===== config.mk =====
export PLATFORM = sky130hd
export DESIGN_NAME = riscv_dmem_arbiter
export DESIGN_NICKNAME = d
export VERILOG_FILES = /design/src/rtl/riscv_dmem_arbiter.sv
export SDC_FILE = /design/constraint.sdc
export NUM_CORES = 1
export LEC_CHECK = 0
export CAP_MARGIN = 20
export CORE_ASPECT_RATIO = 0.75
export CORE_MARGIN = 2
export CORE_UTILIZATION = 35
export DETAILED_ROUTE_END_ITERATION = 8
export PLACE_DENSITY = 0.84
export RECOVER_POWER = 100
export SLEW_MARGIN = 20
export SYNTH_ARGS = -nofsm -noshare
export SYNTH_HDL_FRONTEND = slang
export SYNTH_SLANG_ARGS = --single-unit

===== constraint.sdc =====
create_clock -name clk -period 2.8 [get_ports clk]
set_clock_uncertainty 0.05 [all_clocks]
set_input_delay 0.42 -clock clk [delete_from_list [all_inputs] [get_ports clk]]
set_output_delay 0.42 -clock clk [all_outputs]
set_load 0.02 [all_outputs]

===== src/rtl/riscv_dmem_arbiter.sv =====
// rtl/riscv_dmem_arbiter.sv - shares one synchronous data-memory port between the CPU and the UART programmer
module riscv_dmem_arbiter #(
    parameter int ADDR_W      = 14,
    parameter int DATA_W      = 32,
    parameter int UPG_MAX_RUN = 4
) (
    input  logic              clk,
    input  logic              rst,
    input  logic              cpu_req,
    input  logic              cpu_we,
    input  logic [3:0]        cpu_be,
    input  logic [ADDR_W-1:0] cpu_addr,
    input  logic [DATA_W-1:0] cpu_wdata,
    output logic [DATA_W-1:0] cpu_rdata,
    output logic              cpu_rvalid,
    output logic              cpu_stall,
    input  logic              upg_req,
    input  logic [ADDR_W-1:0] upg_addr,
    input  logic [DATA_W-1:0] upg_wdata,
    input  logic              upg_lock,
    output logic              upg_gnt,
    output logic              mem_en,
    output logic [3:0]        mem_we,
    output logic [ADDR_W-1:0] mem_addr,
    output logic [DATA_W-1:0] mem_wdata,
    input  logic [DATA_W-1:0] mem_rdata,
    output logic              owner
);

    typedef enum logic [1:0] {
        IDLE   = 2'd0,
        CPU_RD = 2'd1,
        LOCK   = 2'd2
    } state_t;

    localparam logic [3:0] MAX_RUN = 4'(UPG_MAX_RUN);

    state_t            state;
    state_t            state_n;
    logic [3:0]        run_cnt;
    logic [3:0]        run_cnt_n;
    logic [DATA_W-1:0] rdata_q;

    logic              upg_win;
    logic              en_c;
    logic [3:0]        we_c;
    logic [ADDR_W-1:0] addr_c;
    logic [DATA_W-1:0] wdata_c;
    logic              gnt_c;
    logic              stall_c;
    logic              rvalid_c;
    logic              owner_c;
    logic [DATA_W-1:0] rdata_c;

    always_ff @(posedge clk) begin
        if (!rst) begin
            state   <= IDLE;
            run_cnt <= 4'd0;
            rdata_q <= '0;
        end else begin
            state   <= state_n;
            run_cnt <= run_cnt_n;
            if (state == CPU_RD) begin
                rdata_q <= mem_rdata;
            end
        end
    end

    always_comb begin
        state_n   = state;
        run_cnt_n = run_cnt;
        upg_win   = 1'b0;
        en_c      = 1'b0;
        we_c      = 4'h0;
        addr_c    = '0;
        wdata_c   = '0;
        gnt_c     = 1'b0;
        stall_c   = 1'b0;
        rvalid_c  = 1'b0;
        owner_c   = 1'b0;
        rdata_c   = rdata_q;

        case (state)
            IDLE: begin
                // Programmer has priority, but only for MAX_RUN back-to-back wins over a waiting CPU
                upg_win = upg_req && (!cpu_req || (run_cnt < MAX_RUN));
                state_n = upg_lock ? LOCK : IDLE;
                if (upg_win) begin
                    en_c    = 1'b1;
                    we_c    = 4'hF;
                    addr_c  = upg_addr;
                    wdata_c = upg_wdata;
                    gnt_c   = 1'b1;
                    owner_c = 1'b1;
                    stall_c = cpu_req;
                    if (!cpu_req) begin
                        run_cnt_n = 4'd0;
                    end else if (run_cnt != 4'hF) begin
                        run_cnt_n = run_cnt + 4'd1;
                    end
                end else if (cpu_req) begin
                    en_c      = 1'b1;
                    addr_c    = cpu_addr;
                    wdata_c   = cpu_wdata;
                    run_cnt_n = 4'd0;
                    if (cpu_we) begin
                        we_c = cpu_be;
                    end else begin
                        // An issued load must return its data before a lock session starts
                        stall_c = 1'b1;
                        state_n = CPU_RD;
                    end
                end
            end
            CPU_RD: begin
                rvalid_c = 1'b1;
                rdata_c  = mem_rdata;
                state_n  = upg_lock ? LOCK : IDLE;
            end
            LOCK: begin
                gnt_c     = upg_req;
                stall_c   = cpu_req;
                run_cnt_n = 4'd0;
                state_n   = upg_lock ? LOCK : IDLE;
                if (upg_req) begin
                    en_c    = 1'b1;
                    we_c    = 4'hF;
                    addr_c  = upg_addr;
                    wdata_c = upg_wdata;
                    owner_c = 1'b1;
                end
            end
            default: begin
                state_n = IDLE;
            end
        endcase
    end

    // Outputs are forced quiet for as long as reset is held, not only after the reset edge
    assign mem_en     = rst & en_c;
    assign mem_we     = rst ? we_c : 4'h0;
    assign mem_addr   = rst ? addr_c : '0;
    assign mem_wdata  = rst ? wdata_c : '0;
    assign upg_gnt    = rst & gnt_c;
    assign cpu_stall  = rst & stall_c;
    assign cpu_rvalid = rst & rvalid_c;
    assign owner      = rst & owner_c;
    assign cpu_rdata  = rst ? rdata_c : '0;

endmodule


---- Yosys cells after proc, flatten, opt, wreduce, memory -nomap -nowiden ----
Index checks and enable logic that the tools add are counted.
word-level totals
  flip-flop bits (word level) ............. 38
  output and inout port bits .............. 87
  word-level logic and storage cells ...... 62
operators by class
  $add $sub $neg .......................... 1
  order comparisons ....................... 1
  eq/ne operators ......................... 5
  multiplexer cells ....................... 40
  bitwise gates (word level) .............. 5
  reduce and logical (&&, ||, !) cells .... 7
operators by type and width
  operator               count
  $mux W32               6
  $pmux W32 S2           1
  $mux W14               4
  $mux W4                9
  $pmux W14 S2           1
  $pmux W4 S2            2
  $mux W1                8
  $mux W2                4
  $ne A4 B4 Y1 const B   2
  $pmux W1 S2            4
  $and A1 B1 Y1          5
  $add A4 B1 Y4 const B  1
  $lt A4 B3 Y1 const B   1
  $pmux W2 S2            1
  $ne A3 B3 Y1 const B   1
  $reduce_and A3 Y1      1
  $eq A2 B1 Y1 const B   1
  $eq A2 B2 Y1 const B   1
  $logic_not A2 Y1       1
  $reduce_bool A2 Y1     1
  $reduce_or A2 Y1       1
  $logic_and A1 B1 Y1    1
  $logic_not A1 Y1       1
  $logic_or A1 B1 Y1     1

---- Longest topological paths before layout ----
  word-level depth ........................ 6
  mapped depth ............................ 8
  gate-level depth less buffers ........... 5

---- Worst setup path before layout ----
Ideal clock, no wire load.
  path type ............................... reg-to-output
  start ................................... register state[0]
  end ..................................... output mem_wdata[10]
  arrival ................................. 1.747 ns
  path slack .............................. 0.583 ns
  cell stages (with the launch flop) ...... 9
  path through ............................ dfxtp_1 inv_1 ha_1 buf_2 and2_1 buf_2 clkbuf_1 nand3_1 a21oi_1
between the ends
  word-level cells in the longest chain between the ends .. 3
RTL lines
  what                                                     RTL line  text
  start: declaration                                       38        state_t state;
  start signal: assignment                                 61        state <= state_n;
  $eq A2 B2 Y1 / $logic_not A2 Y1 (equally long branches)  83        case (state)
  $pmux W32 S2 (*)                                         83
  $mux W32 (*)                                             143       assign mem_wdata = rst ? wdata_c : '0;
  end: declaration                                         25        output logic [DATA_W-1:0] mem_wdata,
Mark *: on every way between the ends. The rest lies on a longest branch, timed or not.

---- Final worst setup path ----
  start ................................... input rst
  end ..................................... output cpu_rdata[26]
between the ends
  word-level cells in the longest chain between the ends .. 1
RTL lines
  what                RTL line  text
  start: declaration  8         input logic rst,
  $mux W32            --
  end: declaration    14        output logic [DATA_W-1:0] cpu_rdata,
No other way between the ends.

==> summary.md <==
| Metric | Value |
|---|---|
| Clk_lat worst skew | `0.28 ns` |
| Yosys top cell area share | `0.293` |
| PnR worst setup slack | `0.0839 ns` |
| Final hold violations | `0` |
| Commonest cells post-synth | `nand3_1, a21oi_1, o211ai_1` |
| Clock Pin Slew Worst Setup and Hold Paths | `0.08 ns` |
| Final Critical Period | `approximately 2.7 ns` |
| Layout cells sized above 1 | `0.0662` |
| Die Area | `0.00814 mm^2` |
| Net Count, Synth | `between 400 and 500` |
| Leading area contributor after synthesis | `dfxtp_1` |
| Slew Viols, Final | `0` |
| Final worst-path cycle share | `0.970` |
| Worst Tran Pin Value | `0.356 ns` |
| CP Launch Type | `input port` |
| DR WL/cell | `~17 um` |
| GP Congestion | `around 0.86` |
| CTS tree | `built` |
| CTS Root Buffer Type | `clkbuf_8` |
| Synth Area in Adders | `0.0241` |
| Top cell by count, worst path | `clkdlybuf4s50_1` |
| Crit-path max FO | `33` |
| CTS buffer count | `5` |
| Initial antenna violation count | `0` |
| Cell area after synthesis | `0.00260 mm^2` |
| First-pass GRT wire length | `around 17 mm` |
| Post-synth ARST share | `0` |
| Arr. time, crit path | `roughly 2.3 ns` |
| GRT Util Overall | `0.254` |
| Cell with the most instances after synthesis | `nand3_1` |
| Sequential share of the synthesized area | `0.293` |
| Slew margin rel. | `0.762` |
| Die height | `78.6 um` |
| CP top delay family | `buffers and inverters` |
| Largest family of logic cells by synthesized area | `compound AO/OA/AOI/OAI gates` |
| Number of max-cap violations | `0` |
| Nets@finish | `roughly 700` |
| Top FF cell, synth | `dfxtp_1` |
| Slowest library cell on the worst path | `clkdlybuf4s50_1` |
| Clock Tree Buf Depth | `2` |
| Mapped Cells | `between 300 and 400` |
| Maximum VDD drop | `~0.00026 V` |
| Initial core utilization | `0.358` |
| Core area | `roughly 0.0073 mm^2` |
| Fillers | `around 590` |
| PortBufs | `220` |
| Total gr overflow | `0` |
| Number of flops mapped to enable cells by yosys | `0` |
| Post-cts hold buffer count | `0` |
| Multiplexer area fraction after synthesis | `0.123` |
| DRT antenna net count | `0` |
| Pre-CTS setup slack | `-0.0397 ns` |
| Syn_area_per_cell | `slightly below 8 um^2` |
| DRT Wirelength | `approximately 11 mm` |
| # rows | `27` |
| Cells taking the most area after synthesis | `dfxtp_1, o211ai_1, mux2i_1, nand3_1, a21oi_1` |
| WP data required | `between 2 and 2.5 ns` |
| Post-synthesis cell type count | `31` |
| Post-synthesis simple-gate area fraction | `0.210` |
| Ant diodes | `0` |
| Sink Count | `38` |
| Lkg Pwr | `2.36 nW` |
| Largest net degree at the start of global routing | `49` |
| Via density | `a little over 5` |
| First-pass DRT Iterations | `4` |
| Final setup violation count | `0` |
| Dpl hpwl | `just under 8 mm` |
| Residual DRC count | `0` |
| Die W | `around 100 um` |
| Fmax | `between 300 and 400 MHz` |
| H-tree lvl count | `2` |
| Status | `finished clean` |
| Area delta synth->final | `102%` |
| Iteration-0 DRC Markers | `~110` |
| Worst stage delay on the critical path | `between 0.6 and 0.7 ns` |
| YS warnings | `0` |
| Critical path class | `in -> out` |
| Xor and xnor area share after synthesis | `0` |
| Compound-gate portion of the synthesized area | `0.277` |
| Pwr Density | `338 mW/mm^2` |
| Number of global-route vias before repair | `approximately 3400` |
| Io pins | `221` |
| Flops & latches, synth | `38` |
| Tot Pwr | `roughly 1.8 mW` |
| Critical-path cell list | `clkdlybuf4s50_1 -> buf_6 -> nor2b_1 -> clkdlybuf4s50_1` |
| HP Class | `reg -> reg` |
| CP Buf/Inv Count | `3` |
| Via count | `about 3300` |
| Critical path capture point type | `output port` |
[metal layers]
layer	track usage	part of all wire	up-vias
met5	0	0	-
met1	0.316	0.42	1561
li1	-	-	1647
met4	0.0554	0.0095	0
met3	0.0523	0.061	10
met2	0.458	0.51	118
[cell type report]
cell class | count | area [um^2] | share of cell area
tap | 101 | 126 | 0.0241
clock inverter | 2 | 60.1 | 0.0114
inverter | 5 | 18.8 | 0.00357
sequential | 38 | 761 | 0.145
clock buffer | 6 | 82.6 | 0.0157
multi-input combinational | 249 | 1680 | 0.319
timing repair buffer | 244 | 2530 | 0.481
[stage by stage]
step / hold WS (ns) / instance area, um^2 / setup TNS, ns / util / std cells
floorplan: 0.400 / 2600 / 0 / - / 332
global placement: 0.410 / 5030 / 0 / 0.693 / 637
detailed placement: 0.447 / 5030 / -0.0511 / 0.693 / 637
CTS: 0.444 / 5160 / -0.00129 / 0.710 / 645
global route: 0.485 / 5250 / -0.0263 / 0.723 / 645
finish: 0.442 / 5250 / 0 / 0.723 / 645
[cell usage in the layout (no fill, tap or decap), drive strengths merged]
cell,Yosys,final
a211oi,2,2
a21boi,1,1
a21o,1,1
a21oi,48,48
a22o,4,4
and2,3,3
and3,1,1
buf,21,23
bufinv,0,2
clkbuf,19,7
clkdlybuf4s50,0,168
dfxtp,38,38
dlygate4sd2,0,18
dlymetal6s2s,0,34
ha,5,5
inv,5,5
mux2i,32,32
nand2,4,4
nand2b,2,2
nand3,49,49
nor2,5,5
nor2b,32,32
nor3,1,1
nor3b,1,1
o211ai,46,46
o21a,3,3
o21ai,3,3
o221a,1,1
o22ai,2,2
o31ai,1,1
or3b,1,1
or4,1,1
[sequential cells by signal, indices dropped and copies added, names as in the netlist]
signal / flops
rdata_q: 32
run_cnt: 4
state: 2
[repair_timing]
item | CTS | global route
endpoints found under the setup margin | 36 | 54
gates resized for setup | 19 | 38
buffers inserted | 0 | 0
[cells by family after synthesis]
logic type / Yosys count
buffers and inverters: 45
and+or+nand+nor: 100
AOI/OAI and AO/OA: 112
muxes: 32
adders and majority gates: 5
DFF: 38
[final timing paths]
path                   start            end  slack, ns  depth (start not counted)
setup / recovery         rst  cpu_rdata[26]       0.08                          4
hold / removal    run_cnt[1]     run_cnt[1]       0.44                          2
setup reg to reg  run_cnt[2]     run_cnt[0]       1.03                          4
hold reg to reg   run_cnt[1]     run_cnt[1]       0.44                          2
[power breakdown]
group	switching (mW)	internal (mW)
combinational	0.290	0.354
clock	0.196	0.380
sequential	0.00370	0.550
[worst min-delay path: stages, from the launching register on]
cell and delay, ns:
dfxtp_1 0.32, nand2_1 0.05, o22ai_1 0.07
(Power assumes the default switching activity.)
